**src/rtl/pipe_stage_reg_pkg.sv**
```systemverilog
// rtl/pipe_stage_reg_pkg.sv - shared constants and helpers for the MIPS inter-stage pipeline registers
package pipe_stage_reg_pkg;

    // Default PC values after reset and on interrupt flush.
    localparam logic [31:0] DEF_INIT_PC = 32'h0000_3000;
    localparam logic [31:0] DEF_TRAP_PC = 32'h0000_4180;

    // Default sideband widths.
    localparam int unsigned PIPE_EXC_W  = 5;
    localparam int unsigned PIPE_TNEW_W = 2;

    // Cause.ExcCode values carried in the exception sideband.
    localparam logic [PIPE_EXC_W-1:0] EXC_INT  = 5'd0;
    localparam logic [PIPE_EXC_W-1:0] EXC_ADEL = 5'd4;
    localparam logic [PIPE_EXC_W-1:0] EXC_ADES = 5'd5;
    localparam logic [PIPE_EXC_W-1:0] EXC_RI   = 5'd10;
    localparam logic [PIPE_EXC_W-1:0] EXC_OV   = 5'd12;

    // What the register does on the next edge.
    typedef enum logic [1:0] {
        ACT_LOAD   = 2'd0,
        ACT_HOLD   = 2'd1,
        ACT_BUBBLE = 2'd2,
        ACT_TRAP   = 2'd3
    } stage_act_e;

    // Priority resolution: interrupt beats flush, flush beats stall.
    function automatic stage_act_e select_act(
        input logic int_req,
        input logic flush,
        input logic stall
    );
        stage_act_e act;
        act = ACT_LOAD;
        if (int_req) begin
            act = ACT_TRAP;
        end else if (flush) begin
            act = ACT_BUBBLE;
        end else if (stall) begin
            act = ACT_HOLD;
        end
        return act;
    endfunction

endpackage

```
**src/rtl/pipe_stage_reg_tnew_ctr.sv**
```systemverilog
// rtl/pipe_stage_reg_tnew_ctr.sv - Tnew register with load, saturating decrement and clear
module pipe_tnew_ctr #(
    parameter int unsigned TNEW_W = 2
) (
    input  logic              clk,
    input  logic              reset,
    input  logic              clr,
    input  logic              load,
    input  logic [TNEW_W-1:0] load_val,
    input  logic              dec,
    output logic [TNEW_W-1:0] tnew
);

    // Clear wins over load, load over decrement; decrement stops at zero so Tnew never wraps.
    always_ff @(posedge clk or negedge reset) begin
        if (!reset) begin
            tnew <= '0;
        end else if (clr) begin
            tnew <= '0;
        end else if (load) begin
            tnew <= load_val;
        end else if (dec && (tnew != '0)) begin
            tnew <= tnew - 1'b1;
        end
    end

endmodule

```
**src/rtl/pipe_stage_reg.sv**
```systemverilog
// rtl/pipe_stage_reg.sv - parametrised inter-stage pipeline register with hold, bubble and trap flush
module pipe_stage_reg
    import pipe_stage_reg_pkg::*;
#(
    parameter int unsigned     DATA_W      = 128,
    parameter int unsigned     PC_W        = 32,
    parameter logic [PC_W-1:0] INIT_PC     = PC_W'(DEF_INIT_PC),
    parameter logic [PC_W-1:0] TRAP_PC     = PC_W'(DEF_TRAP_PC),
    parameter int unsigned     TNEW_W      = PIPE_TNEW_W,
    parameter int unsigned     EXC_W       = PIPE_EXC_W,
    parameter bit              DEC_ON_HOLD = 1'b1,
    parameter int unsigned     CNT_W       = 16
) (
    input  logic              clk,
    input  logic              reset,
    input  logic              stall,
    input  logic              flush,
    input  logic              int_req,
    input  logic              in_valid,
    input  logic [DATA_W-1:0] in_data,
    input  logic [PC_W-1:0]   in_pc,
    input  logic              in_bd,
    input  logic [EXC_W-1:0]  in_exc,
    input  logic [4:0]        in_a3,
    input  logic [TNEW_W-1:0] in_tnew,
    output logic              out_valid,
    output logic [DATA_W-1:0] out_data,
    output logic [PC_W-1:0]   out_pc,
    output logic              out_bd,
    output logic [EXC_W-1:0]  out_exc,
    output logic [4:0]        out_a3,
    output logic [TNEW_W-1:0] out_tnew,
    output logic [CNT_W-1:0]  bubble_cnt
);

    stage_act_e        act;
    logic              tnew_clr;
    logic              tnew_load;
    logic              tnew_dec;
    logic [TNEW_W-1:0] tnew_load_val;

    assign act = select_act(int_req, flush, stall);

    // A non-valid slot must never advertise a pending result.
    assign tnew_clr      = (act == ACT_TRAP) || (act == ACT_BUBBLE);
    assign tnew_load     = (act == ACT_LOAD);
    assign tnew_load_val = in_valid ? in_tnew : '0;
    assign tnew_dec      = (act == ACT_HOLD) && DEC_ON_HOLD;

    pipe_tnew_ctr #(
        .TNEW_W (TNEW_W)
    ) u_tnew_ctr (
        .clk      (clk),
        .reset    (reset),
        .clr      (tnew_clr),
        .load     (tnew_load),
        .load_val (tnew_load_val),
        .dec      (tnew_dec),
        .tnew     (out_tnew)
    );

    // Payload and sideband: a bubble keeps PC/BD so EPC is right for the flushed slot.
    always_ff @(posedge clk or negedge reset) begin
        if (!reset) begin
            out_valid <= 1'b0;
            out_data  <= '0;
            out_pc    <= INIT_PC;
            out_bd    <= 1'b0;
            out_exc   <= '0;
            out_a3    <= '0;
        end else begin
            case (act)
                ACT_TRAP: begin
                    out_valid <= 1'b0;
                    out_data  <= '0;
                    out_pc    <= TRAP_PC;
                    out_bd    <= 1'b0;
                    out_exc   <= '0;
                    out_a3    <= '0;
                end
                ACT_BUBBLE: begin
                    out_valid <= 1'b0;
                    out_data  <= '0;
                    out_pc    <= in_pc;
                    out_bd    <= in_bd;
                    out_exc   <= '0;
                    out_a3    <= '0;
                end
                ACT_HOLD: begin
                    out_valid <= out_valid;
                end
                default: begin
                    out_valid <= in_valid;
                    out_data  <= in_data;
                    out_pc    <= in_pc;
                    out_bd    <= in_bd;
                    out_exc   <= in_exc;
                    out_a3    <= in_valid ? in_a3 : 5'd0;
                end
            endcase
        end
    end

    // Count flush-inserted bubbles, sticking at all-ones rather than wrapping.
    always_ff @(posedge clk or negedge reset) begin
        if (!reset) begin
            bubble_cnt <= '0;
        end else if ((act == ACT_BUBBLE) && !(&bubble_cnt)) begin
            bubble_cnt <= bubble_cnt + 1'b1;
        end
    end

endmodule

```
**config.mk**
```make
export PLATFORM = sky130hd
export DESIGN_NAME = pipe_stage_reg
export DESIGN_NICKNAME = d
export VERILOG_FILES = /design/src/rtl/pipe_stage_reg_pkg.sv /design/src/rtl/pipe_stage_reg_tnew_ctr.sv /design/src/rtl/pipe_stage_reg.sv
export SDC_FILE = /design/constraint.sdc
export NUM_CORES = 1
export LEC_CHECK = 0
export BUFFER_PORTS_ARGS = -buffer_cell sky130_fd_sc_hd__buf_2
export CELL_PAD_IN_SITES_DETAIL_PLACEMENT = 0
export CELL_PAD_IN_SITES_GLOBAL_PLACEMENT = 1
export CORE_UTILIZATION = 35
export DETAILED_ROUTE_END_ITERATION = 10
export GPL_ROUTABILITY_DRIVEN = 0
export GPL_TIMING_DRIVEN = 0
export HOLD_SLACK_MARGIN = 0.03
export PLACE_DENSITY_LB_ADDON = 0.1
export RECOVER_POWER = 25
export SETUP_SLACK_MARGIN = 0.1
export SLEW_MARGIN = 20
export SYNTH_ARGS = -nofsm -noshare
export SYNTH_HDL_FRONTEND = slang
export SYNTH_SLANG_ARGS = --single-unit
```
**constraint.sdc**
```tcl
create_clock -name clk -period 4.5 [get_ports clk]
set_clock_uncertainty 0.2 [all_clocks]
set_input_delay 0.9 -clock clk [delete_from_list [all_inputs] [get_ports clk]]
set_output_delay 0.9 -clock clk [all_outputs]
set_load 0.005 [all_outputs]
```
==> After elaboration in Yosys (flattened, before gate mapping) <==
Cells that the tools add are included.
{ "totals": {"inputBits": 179, "out_inout_bits": 190, "regBits": 190, "word_cells": 36} }
{ "classes": {"addsub": 2, "reduce_logical": 9, "eq_ne": 3, "muxes": 14} }
{ "op_table": {"columns": ["op", "n"], "rows": [
  ["one-hot mux 128 bit (2 select lines)", 1],
  ["one-hot mux 32 bit (2 select lines)", 1],
  ["one-hot mux 5 bit (2 select lines)", 2],
  ["adder 16 x 1 -> 16 bit, second input constant", 1],
  ["AND reduction 16 bit", 1],
  ["2-to-1 mux 2 bit", 6],
  ["2-to-1 mux 5 bit", 1],
  ["equality test 2 bit, second input constant", 2],
  ["one-hot mux 1 bit (2 select lines)", 2],
  ["nonzero test 3 bit", 1],
  ["equality test 2 x 1 -> 1 bit, second input constant", 1],
  ["logical AND 1 bit", 2],
  ["zero test 2 bit", 1],
  ["nonzero test 2 bit", 1],
  ["OR reduction 2 bit", 1],
  ["subtractor 2 x 1 -> 2 bit, second input constant", 1],
  ["zero test 1 bit", 1],
  ["logical OR 1 bit", 1],
  ["2-to-1 mux 1 bit", 1]
]} }

==> Longest topological paths before layout <==
{ "depth": {"ltp_word": 8, "ltp_mapped": 6, "depth_no_buf": 5} }

==> Modules after synthesis <==
Synthesis repeated with hierarchy kept, for this count alone.
{ "hier_totals": {"cells_unflattened": 614, "area_unflattened_um2": 7648.6} }
{ "modules_own_cells": {"columns": ["mod", "cells_per_inst", "n_inst", "seq_area_each_um2", "area_each_um2"], "rows": [
  ["pipe_stage_reg", 600, 1, 4707.0, 7498.4],
  ["pipe_tnew_ctr", 14, 1, 50.0, 150.1]
]} }

==> Least setup slack after synthesis <==
Ideal clock, no wire load.
{ "synth_timing": {"path_kind": "input to register", "from": "input int_req", "to": "register bubble_cnt[15]", "arrival_time_ns": 2.048, "t_required_ns": 4.173, "path_buffers": 2, "setup_slack_ns": 2.124, "setup_ns": 0.127, "path_stages": 6, "cell_sequence": "buf_6 nand2b_4 buf_6 nor4_4 nand4_1 mux2_1"} }
{ "synth_via": {"elab_chain_len": 3} }
{ "synth_rtl": {"columns": ["element", "line_no", "rtl"], "rows": [
  ["start, declared", "pipe_stage_reg.sv:18", "input logic int_req,"],
  ["2-to-1 mux 2 bit", "pipe_stage_reg_pkg.sv:35", "if (int_req) begin"],
  ["equality test 2 bit", "pipe_stage_reg.sv:108", "end else if ((act == ACT_BUBBLE) && !(&bubble_cnt)) begin"],
  ["logical AND 1 bit", "pipe_stage_reg.sv:108", null],
  ["end signal, assigned", "pipe_stage_reg.sv:109", "bubble_cnt <= bubble_cnt + 1'b1;"],
  ["end, declared", "pipe_stage_reg.sv:33", "output logic [CNT_W-1:0] bubble_cnt"]
]} }
Every way passes these cells.
A chain may end at the register's enable or synchronous reset.

==> impl_results.md <==
- Leak Pwr: around 0.0055 uW
- Max transition margin: -64.0%
- Final setup viols: 0
- Ant diodes: 0
- Syn_area_per_cell: ~15 um2
- Detailed-route DRC error count: 0
- Die H: between 100 and 150 um
- Crit path launch type: primary input
- Slowest cell delay on critical path: 1.71 ns
- Die width: between 100 and 150 um
- Final Hold Viols: 0
- DR iter-0 viols: between 200 and 250
- Clk slew on worst S/H paths: approximately 0.070 ns
- Final worst setup slack: ~1.7 ns
- Post-CTS Repair Setup Buffers: 0
- Register area share after synthesis: 68.0%
- #FFs+latches synth: between 150 and 200
- Buf/Inv on CP: 1
- Combined area of all synthesized cells: approximately 0.007 mm2
- Initial Util: between 30% and 40%
- Total power: between 3000 and 4000 uW
- Number of port buffers: 366
- Area Overhead vs Synth: 40.1%
- Routed wire per std cell: approximately 19 um
- CP Class: in2async
- Clk_lat worst skew: between 0.4 and 0.5 ns
- Hold_buf cts: 0
- CTS resizes: 0
- Ports: 369
- Total CTS buffers: 17
- CTS root buf: clkbuf_16
- Critical path arrival: 2.65 ns
- Slew Limit Fails: 39
- Critical path fanouts, max: 40
- Worst VDD drop: about 240 uV
- Max Root-Sink Buffers: 2
- HP Class: reg2reg
- Initial antenna violation count: 1
- Largest net degree at the start of global routing: 90
- P per Cell Area: around 390 mW/mm2
- Remaining antenna violation count: 0
- Fmax: around 350 MHz
- Nets: between 1000 and 1500
- Final core utilization: around 50%
- Core Footprint: just under 0.02 mm2
- Minimum clock period: 2.84 ns
- Global-route wire length before repair: between 30000 and 40000 um
- Unrepaired setup endpoints after global routing: false
- CTS H-tree depth: 4
- Largest delay share family, worst path: buffers and inverters
- Hpwl dp: ~17000 um
- CTS sink count: 190
- DRT Wirelength: roughly 21000 um
- Vias post-DR: about 5700
- Gr usage total: 20.9%
- Final worst path period share: 63.0%
- Endpoint class of the critical path: asynchronous set/reset pin
- Share of cells above drive strength 1: between 40 and 50%
- Die area: 0.0206 mm2
- Crit path cell chain: clkbuf_1
- Vias in the first global route: between 5000 and 6000
- Syn nets: between 600 and 700
- Place WS: between 1.5 and 2 ns
- FP Rows: 51
- Netlist cell types: 40
- Final hold slack: 0.285 ns
- Worst path slowest cell: clkbuf_1
- Grt total ovfl: 0
- Failing checks: capacitance limit, slew limit
- Cells after Synth: 476
- Max capacitance violation total: 1
- DRT Pass-1 Iters: 6
- Yosys warns: 0
- Filler Cells Inserted: 1804
- Worst Tran Pin Value: around 2.5 ns
- Vias/cell: about 5
- Status: complete, but fails checks
- CTS tree: yes
- WP data required: around 4.3 ns
==> final timing paths <==
| check | startpoint | to | slack, ns | cells past startpoint |
|---|---|---|---|---|
| worst min-delay path | out_a3[4]$_DFFE_PN0P_ | out_a3[4]$_DFFE_PN0P_ | 0.29 | 1 |
| max in group clk | flush | out_data[69]$_DFFE_PN0P_ | 2.16 | 5 |
| worst max register to register | bubble_cnt[0]$_DFFE_PN0P_ | bubble_cnt[1]$_DFFE_PN0P_ | 2.34 | 5 |
| min in group asynchronous | reset | bubble_cnt[13]$_DFFE_PN0P_ | 1.02 | 1 |
| worst min register to register | out_a3[4]$_DFFE_PN0P_ | out_a3[4]$_DFFE_PN0P_ | 0.29 | 1 |
| worst max-delay path | reset | out_pc[4]$_DFFE_PN0P_ | 1.66 | 1 |
==> per-stage QoR <==
| stage | instance area (um2) | std cells | TNS, ns |
|---|---|---|---|
| 3_3_place_gp | 9160 | 1107 | -119.35 |
| 2_1_floorplan | 7000 | 476 | 0 |
| 6_report | 9800 | 1141 | 0 |
| 3_5_place_dp | 9230 | 1109 | 0 |
| 4_1_cts | 9810 | 1141 | 0 |
| 5_1_grt | 9800 | 1141 | 0 |
==> cell usage in the layout, fill, tap and decap left out, types with 2 or more instances in the layout <==
cell and count:
nor2_1 6, nor4_4 2, xnor2_1 5, nand4_1 3
bufinv_16 2, a32o_1 5, clkbuf_8 2, dfstp_2 2
inv_6 4, a31oi_1 4, a21oi_1 2, xor2_1 6
dfrtp_1 188, buf_6 2, nand3_1 4, mux2_1 3
clkbuf_1 17, buf_16 2, nor2b_1 5, nand2_1 8
nor3_1 4, o22a_1 2, nor3_2 2, ha_1 2
a22o_1 164, clkinv_2 4, buf_1 4, buf_2 384
clkbuf_16 17, inv_1 2, a41oi_1 2
==> cell type report <==
class | count | area [um2] | share of cell area (%)
Sequential cell | 190 | 4760 | 48.5
Multi-Input combinational cell | 244 | 2040 | 20.9
Timing Repair Buffer | 368 | 1890 | 19.2
Clock buffer | 20 | 457 | 4.66
Tap cell | 265 | 332 | 3.38
Buffer | 40 | 189 | 1.93
Clock inverter | 12 | 131 | 1.34
Inverter | 2 | 7.51 | 0.0766
==> sequential cells by signal, indices dropped and copies added, names as in the netlist <==
signal / cells
out_a3: 5
out_data: 128
out_pc: 32
out_exc: 5
out_bd: 1
out_valid: 1
bubble_cnt: 16
u_tnew_ctr.tnew: 2
==> kinds of logic (layout without fill, tap and decap cells) <==
family,Yosys count,in the layout,synth area share [%]
DFF,190,190,68.0
AOI/OAI and AO/OA,184,184,22.8
and+or+nand+nor,44,44,4.18
buffers and inverters,42,442,2.81
xor gates and xnor gates,11,11,1.38
muxes,3,3,0.483
adders and majority gates,2,2,0.358
==> Yosys cell counts <==
library cell | n | area share (%)
dfrtp_1 | 188 | 67
a22o_1 | 164 | 21
buf_2 | 19 | 1.4
clkbuf_1 | 15 | 0.80
nand2_1 | 8 | 0.43
nor2_1 | 6 | 0.32
xor2_1 | 6 | 0.75
a32o_1 | 5 | 0.72
nor2b_1 | 5 | 0.45
xnor2_1 | 5 | 0.63
a31oi_1 | 4 | 0.36
buf_1 | 4 | 0.21
nand3_1 | 4 | 0.29
nor3_1 | 4 | 0.29
mux2_1 | 3 | 0.48
nand4_1 | 3 | 0.27
a21oi_1 | 2 | 0.14
a41oi_1 | 2 | 0.25
buf_6 | 2 | 0.32
dfstp_2 | 2 | 0.75
ha_1 | 2 | 0.36
inv_1 | 2 | 0.11
nor3_2 | 2 | 0.29
nor4_4 | 2 | 0.61
o22a_1 | 2 | 0.25
a2111oi_0 | 1 | 0.13
a211o_1 | 1 | 0.13
and2_1 | 1 | 0.089
and4_1 | 1 | 0.13
nand2b_1 | 1 | 0.089
nand2b_4 | 1 | 0.20
nand4_2 | 1 | 0.18
nand4b_1 | 1 | 0.13
nor2b_2 | 1 | 0.13
nor3b_1 | 1 | 0.11
nor4b_1 | 1 | 0.13
o2111ai_1 | 1 | 0.13
o21ai_0 | 1 | 0.071
o311ai_1 | 1 | 0.13
or2_2 | 1 | 0.089
==> where the power goes <==
| part | leakage (uW) | internal (uW) | switching [uW] |
|---|---|---|---|
| Sequential | 0.00256 | 1800 | 73.1 |
| Combinational | 0.00264 | 194 | 207 |
| Clock | 0.000291 | 853 | 657 |
==> routing by layer <==
layer / vias to the layer above / track usage, % / share of wire [%]
li1: 2611 / - / -
met3: 30 / 8.26 / 9.0
met1: 2803 / 23.5 / 38
met2: 235 / 35.7 / 51
met5: - / 0 / 0
met4: 0 / 7.39 / 2.3
No activity file was read; power rests on OpenSTA's default activity.
